`src/rtl/fft_pkg.sv`:
```
// Shared types for the FFT, magnitude and peak-detect stages.
// Holds the frame-tracking state enum and the bin-index width helper.
package fft_pkg;

   typedef enum logic {
      SCAN   = 1'b0,
      RESYNC = 1'b1
   } fft_state_t;

   function automatic int bin_width(input int n);
      return (n <= 2) ? 1 : $clog2(n);
   endfunction

endpackage

```
`src/rtl/fft_peak_detect.sv`:
```
// Per-frame peak search over squared FFT magnitudes, with frame-length policing.
// Optional FFT_PEAK_HOLD_EN adds a decaying held-peak output (peak_hold).
module fft_peak_detect
   import fft_pkg::*;
#(
   parameter int DATA_WIDTH  = 16,
   parameter int FFT_SIZE    = 1024,
   parameter int MIN_BIN     = 1,
   parameter int DECAY_SHIFT = 3
) (
   input  logic                          clk,
   input  logic                          rst,
   input  logic [2*DATA_WIDTH-1:0]       mag_squared,
   input  logic                          mag_valid,
   input  logic                          mag_last,
   output logic [2*DATA_WIDTH-1:0]       peak_mag,
   output logic [bin_width(FFT_SIZE)-1:0] peak_bin,
   output logic                          peak_valid,
`ifdef FFT_PEAK_HOLD_EN
   output logic [2*DATA_WIDTH-1:0]       peak_hold,
`endif
   output logic                          frame_err
);

   localparam int MW = 2 * DATA_WIDTH;
   localparam int BW = bin_width(FFT_SIZE);
   localparam logic [BW-1:0] LAST_BIN = BW'(FFT_SIZE - 1);
   localparam logic [BW-1:0] LO_BIN   = BW'(MIN_BIN);
   localparam logic [BW-1:0] HI_BIN   = BW'(FFT_SIZE / 2 - 1);

   fft_state_t      r_state;
   fft_state_t      w_state_nxt;
   logic [BW-1:0]   r_cnt;
   logic [MW-1:0]   r_max;
   logic [BW-1:0]   r_max_bin;

   logic            w_good;
   logic            w_err;
   logic            w_clr;
   logic            w_inc;
   logic            w_load;
   logic            w_upd;

   // State register
   always_ff @(posedge clk) begin
      if (rst) r_state <= SCAN;
      else     r_state <= w_state_nxt;
   end

   // Next-state and per-beat control decode
   always_comb begin
      w_state_nxt = r_state;
      w_good      = 1'b0;
      w_err       = 1'b0;
      w_clr       = 1'b0;
      w_inc       = 1'b0;
      w_load      = 1'b0;
      w_upd       = 1'b0;
      if (mag_valid) begin
         unique case (r_state)
            SCAN: begin
               if (mag_last) begin
                  w_clr = 1'b1;
                  if (r_cnt == LAST_BIN) w_good = 1'b1;
                  else                   w_err  = 1'b1;
               end else if (r_cnt == LAST_BIN) begin
                  w_err       = 1'b1;
                  w_clr       = 1'b1;
                  w_state_nxt = RESYNC;
               end else begin
                  w_inc = 1'b1;
                  if (r_cnt == LO_BIN) begin
                     w_load = 1'b1;
                  end else if (r_cnt > LO_BIN && r_cnt <= HI_BIN
                               && mag_squared > r_max) begin
                     w_upd = 1'b1;
                  end
               end
            end
            RESYNC: begin
               if (mag_last) begin
                  w_clr       = 1'b1;
                  w_state_nxt = SCAN;
               end
            end
            default: w_state_nxt = SCAN;
         endcase
      end
   end

   // Bin counter: advances only on accepted beats
   always_ff @(posedge clk) begin
      if (rst)        r_cnt <= '0;
      else if (w_clr) r_cnt <= '0;
      else if (w_inc) r_cnt <= r_cnt + 1'b1;
   end

   // Running maximum; strict compare keeps the lowest bin on ties
   always_ff @(posedge clk) begin
      if (rst || w_good) begin
         r_max     <= '0;
         r_max_bin <= '0;
      end else if (w_load || w_upd) begin
         r_max     <= mag_squared;
         r_max_bin <= r_cnt;
      end
   end

   // Result registers and status pulses
   always_ff @(posedge clk) begin
      if (rst) begin
         peak_mag   <= '0;
         peak_bin   <= '0;
         peak_valid <= 1'b0;
         frame_err  <= 1'b0;
      end else begin
         peak_valid <= w_good;
         frame_err  <= w_err;
         if (w_good) begin
            peak_mag <= r_max;
            peak_bin <= r_max_bin;
         end
      end
   end

`ifdef FFT_PEAK_HOLD_EN
   logic [MW-1:0] r_hold;
   logic [MW-1:0] w_hold_dec;

   assign w_hold_dec = r_hold - (r_hold >> DECAY_SHIFT);
   assign peak_hold  = r_hold;

   // Held peak decays once per published frame, refreshed by larger peaks
   always_ff @(posedge clk) begin
      if (rst)         r_hold <= '0;
      else if (w_good) r_hold <= (r_max > w_hold_dec) ? r_max : w_hold_dec;
   end
`else
   logic w_unused_decay;
   assign w_unused_decay = ^DECAY_SHIFT;
`endif

endmodule
```
`config.mk`:
```
export PLATFORM = sky130hd
export DESIGN_NAME = fft_peak_detect
export DESIGN_NICKNAME = d
export VERILOG_FILES = /design/src/rtl/fft_pkg.sv /design/src/rtl/fft_peak_detect.sv
export SDC_FILE = /design/constraint.sdc
export NUM_CORES = 1
export LEC_CHECK = 0
export CORE_MARGIN = 2
export CORE_UTILIZATION = 25
export DETAILED_ROUTE_END_ITERATION = 8
export GPL_TIMING_DRIVEN = 0
export PLACE_DENSITY = 0.43
export SLEW_MARGIN = 20
export SYNTH_ARGS = -nofsm -noshare
export SYNTH_HDL_FRONTEND = slang
export SYNTH_SLANG_ARGS = --single-unit
```
`constraint.sdc`:
```
create_clock -name clk -period 4.7 [get_ports clk]
set_clock_uncertainty 0.15 [all_clocks]
set_input_delay 0.705 -clock clk [delete_from_list [all_inputs] [get_ports clk]]
set_output_delay 0.705 -clock clk [all_outputs]
set_load 0.02 [all_outputs]
```
==> impl_metrics.yaml <==
timing:
  max_freq_ghz: 0.2941
  setup_viol_count_final: 0
  rsz0062_at_grt: "no"
  tightestPinTransition_ns: 0.6890
  finalHoldViolations: 0
  setup-tns-final_ns: 0
  rel_slew_slack_pct: 54.07
  final.min_clock_period_ns: 3.400
  timing.final.max_slew_violations: 0
  final_period_utilization_pct: 72.34
critical_path:
  rr_worst_depth: 9
  critical_path_class: "input pin to flop"
  timing.rr.end: "peak_mag[15]$_SDFFE_PP0P_"
  crit_path_cell_trace: "clkdlybuf4s50_1, ha_1, nand4_1, nor4_1, o221ai_1, a211oi_2, buf_2, o21ai_1, a21boi_2"
  worstPathMaxFanout: 10
  critPathRequiredTime_ns: 4.83
  ff2ff_setup_slack_ns: 1.59
  cp-end-kind: "flop"
  crit_path_start_kind: "input pin"
  worstPathArrival_ns: 3.53
  critPathMaxStageDelay_ns: 0.51
  cpLargestDelayFamily: "compound AO/OA/AOI/OAI gates"
  critical_path.slowest_cell: "sky130_fd_sc_hd__nor4_1"
  cp.buffers_inverters: 2
  crit-reg2reg-launch: "r_cnt[0]$_SDFFE_PP0P_"
global_route:
  initial_antenna_violation_count: 0
  first_pass_grt_wire_length_um: 19910
  gr-total-overflow: 0
  largest_net_degree_at_the_start_of_global_routing: 15
  vias_in_the_first_global_route: 3871
  gr-usage-all-layers_pct: 12.81
synthesis:
  syn-num-nets: 549
  syn_area_per_cell_sq_um: 9.709
  count_of_flip_flops_with_a_built_in_enable_after_synthesis: 0
  synthesis.area_sq_um: 4612
  synth.distinct_cells: 43
  synth-xor-area-share_pct: 1.709
  yosys_register_bits: 97
  synth-seq-area-share_pct: 42.11
  area_share_of_the_largest_cell_type_after_synthesis_pct: 42.11
  synth_top_area_cell: "sky130_fd_sc_hd__dfxtp_1"
  post_synth_and_or_nand_nor_area_fraction_pct: 11.99
  postSynth.topFlopCell: "sky130_fd_sc_hd__dfxtp_1"
  netlist_top_cells_area: "sky130_fd_sc_hd__dfxtp_1 42%, sky130_fd_sc_hd__ha_1 10%, sky130_fd_sc_hd__a22o_1 8.0%"
  post_synth_inst_count: 475
  muxShareOfSynthArea_pct: 0
  synth_top_family_by_area: "compound AO/OA/AOI/OAI gates"
  synth-compound-area-share_pct: 27.54
  yosys_warnings: 0
  synthArstFlopShare_pct: 0
  synth_adder_area_share_pct: 10.31
power:
  p_per_area_nw_per_um2: 285.5
  peakVddDrop_mv: 0.1702
  total_leakage_power_nw: 2.080
clock_tree:
  cts_max_path_buffers: 2
  htree_levels: 3
  cts.repair_timing.setup_buffer_count: 0
  cts_resized: 0
  numClockSinks: 97
  clock_tree_from_tritoncts: "done"
  cts-buffers-inserted: 9
  hold_buffers: 0
  cts-root-buf: "sky130_fd_sc_hd__clkbuf_16"
  cts.clk_slew.worst_paths_ns: 0.07
  insertion_delay_ns: 0.35
min_path:
  min-delay-start: "r_max_bin[9]$_SDFFE_PP0P_"
  hold_path_depth: 2
  whs_endpoint: "r_max_bin[9]$_SDFFE_PP0P_"
  min_path_type: "flop to flop"
finish:
  diodes: 0
  drive_gt1_share_pct: 12.46
  finish.net_count: 640
  layoutNonFillerInstCount: 799
  layout_area_growth_over_synthesis_pct: 29.65
placed_design:
  place.gp.congestion: 0.7632
  dp_hpwl_um: 8890
  io_buffer_count: 79
  dp.cells: 784
route:
  remaining_drc_errors: 0
  wl_um: 12300
  route.antenna.remaining_nets: 0
  num_vias: 3731
  routed_via_density: 4.670
  detailedRoute.firstIterationViolations: 136
  wl_per_cell_um: 15.39
  first_pass_iters: 4
floorplanning:
  io_pins: 80
  placeableCoreArea_sq_um: 18020
  initial_core_util_pct: 25.59
  die_area_sq_um: 19550
  die_h_um: 139.8
  dieWidth_um: 139.8
  floorplan.rows: 49
outcome:
  status: "finished, final reports clean"
flow_run:
  maxCapViolations: 0
==> metal layers <==
layer | track usage (%) | up-vias | wire, um | part of all wire (%)
met2 | 20.00 | 58 | 5516 | 45
met1 | 17.12 | 1769 | 6145 | 50
li1 | - | 1890 | - | -
met4 | 5.579 | 0 | 252 | 2.0
met5 | 0 | - | 0 | 0
met3 | 2.650 | 14 | 383 | 3.1
==> placed cells by master, fill, tap and decap left out, types with 2 or more instances in the layout <==
cell type / count
sky130_fd_sc_hd__nand2_1: 14
sky130_fd_sc_hd__xor2_1: 6
sky130_fd_sc_hd__clkdlybuf4s50_1: 79
sky130_fd_sc_hd__a22o_1: 42
sky130_fd_sc_hd__xnor2_1: 3
sky130_fd_sc_hd__a21oi_1: 12
sky130_fd_sc_hd__inv_1: 36
sky130_fd_sc_hd__nor2_1: 17
sky130_fd_sc_hd__a21boi_0: 2
sky130_fd_sc_hd__o211ai_1: 2
sky130_fd_sc_hd__clkbuf_16: 9
sky130_fd_sc_hd__nor2b_1: 3
sky130_fd_sc_hd__nand2b_1: 2
sky130_fd_sc_hd__a21o_1: 6
sky130_fd_sc_hd__buf_2: 11
sky130_fd_sc_hd__o21ai_2: 4
sky130_fd_sc_hd__nand4_1: 5
sky130_fd_sc_hd__a21boi_2: 29
sky130_fd_sc_hd__dfxtp_1: 97
sky130_fd_sc_hd__and4_1: 4
sky130_fd_sc_hd__buf_6: 4
sky130_fd_sc_hd__nand3_1: 48
sky130_fd_sc_hd__clkbuf_1: 16
sky130_fd_sc_hd__a21boi_1: 11
sky130_fd_sc_hd__nor3_1: 4
sky130_fd_sc_hd__o21ai_0: 7
sky130_fd_sc_hd__clkinv_2: 3
sky130_fd_sc_hd__nor4_1: 2
sky130_fd_sc_hd__o21ai_1: 35
sky130_fd_sc_hd__ha_1: 38
==> how the worst max path moves through the flow <==
stage | startpoint | endpoint | slack [ns] | cells past startpoint
CTS | mag_squared[22] | r_max[28]$_SDFFE_PP0P_ | 1.24 | 9
finish | mag_squared[22] | r_max[28]$_SDFFE_PP0P_ | 1.30 | 9
global route | mag_squared[22] | r_max[30]$_SDFFE_PP0P_ | 1.16 | 9
global placement | mag_squared[22] | r_max[24]$_SDFFE_PP0P_ | 0.87 | 9
floorplan | mag_squared[28] | r_max[10]$_SDFFE_PP0P_ | 1.99 | 9
detailed placement | mag_squared[22] | r_max[24]$_SDFFE_PP0P_ | 0.91 | 9
==> area by class of cell <==
| cell class | instances | area (sq um) |
|---|---|---|
| clock inverter | 4 | 45.04 |
| inverter | 36 | 135.1 |
| clock buffer | 11 | 232.7 |
| fill | 1883 | 12050 |
| tap | 229 | 286.5 |
| timing repair buffer | 80 | 798.3 |
| buffer | 30 | 157.7 |
| sequential | 97 | 1942 |
| multi-input combinational | 312 | 2382 |
==> cell families (layout without fill, tap and decap cells) <==
logic type,after synthesis,after routing
AOI/OAI and AO/OA,159,159
xor gates and xnor gates,9,9
adders and majority gates,38,38
buffers and inverters,66,161
DFF,97,97
and+or+nand+nor,106,106
==> worst reg2reg max path, stage by stage, from the launching register on <==
cell and delay, ns:
sky130_fd_sc_hd__dfxtp_1 0.39, sky130_fd_sc_hd__ha_1 0.26, sky130_fd_sc_hd__and4_1 0.22, sky130_fd_sc_hd__nand3_1 0.12, sky130_fd_sc_hd__inv_1 0.07, sky130_fd_sc_hd__ha_1 0.19, sky130_fd_sc_hd__a21oi_1 0.36, sky130_fd_sc_hd__clkbuf_1 0.58
sky130_fd_sc_hd__clkbuf_1 0.49, sky130_fd_sc_hd__a22o_1 0.23
==> cells in the mapped netlist, types with 3 or more instances <==
cell type                  instances
sky130_fd_sc_hd__a21boi_1         11
sky130_fd_sc_hd__nand4_1           5
sky130_fd_sc_hd__xor2_1            6
sky130_fd_sc_hd__a22o_1           42
sky130_fd_sc_hd__o21ai_1          35
sky130_fd_sc_hd__buf_2            11
sky130_fd_sc_hd__inv_1            36
sky130_fd_sc_hd__o21ai_0           7
sky130_fd_sc_hd__clkbuf_1         14
sky130_fd_sc_hd__nand3_1          48
sky130_fd_sc_hd__and4_1            4
sky130_fd_sc_hd__buf_6             4
sky130_fd_sc_hd__ha_1             38
sky130_fd_sc_hd__nor2b_1           3
sky130_fd_sc_hd__a21boi_2         29
sky130_fd_sc_hd__dfxtp_1          97
sky130_fd_sc_hd__nor3_1            4
sky130_fd_sc_hd__a21o_1            6
sky130_fd_sc_hd__o21ai_2           4
sky130_fd_sc_hd__nand2_1          14
sky130_fd_sc_hd__nor2_1           17
sky130_fd_sc_hd__a21oi_1          12
sky130_fd_sc_hd__xnor2_1           3
==> power by group <==
part | internal (mW) | total (mW) | switching (mW)
Clock | 0.408 | 0.721 | 0.314
Sequential | 0.829 | 0.836 | 0.00676
Combinational | 0.0738 | 0.149 | 0.0756
Total | 1.31 | 1.71 | 0.396
==> state kept, by name, summed over array words and instances, names as in the netlist <==
register and cells:
frame_err 1, peak_bin 10, peak_mag 32, peak_valid 1, r_cnt 10, r_max 32
r_max_bin 10, r_state 1
==> per-stage QoR <==
| step | total power [mW] | setup slack [ns] | instance area [sq um] | util, % | hold slack [ns] |
|---|---|---|---|---|---|
| after floorplan | 0.9392 | 1.992 | 4612 | - | 0.2639 |
| after global placement | 1.003 | 0.8740 | 5689 | 31.56 | 0.2844 |
| after detailed placement | 1.006 | 0.9120 | 5702 | 31.63 | 0.2833 |
| after CTS | 1.739 | 1.241 | 5979 | 33.17 | 0.2972 |
| after global routing | 1.788 | 1.163 | 5979 | 33.17 | 0.3267 |
| final | 1.707 | 1.300 | 5979 | 33.17 | 0.2913 |
Note: power is estimated with default switching activity, not from simulation.
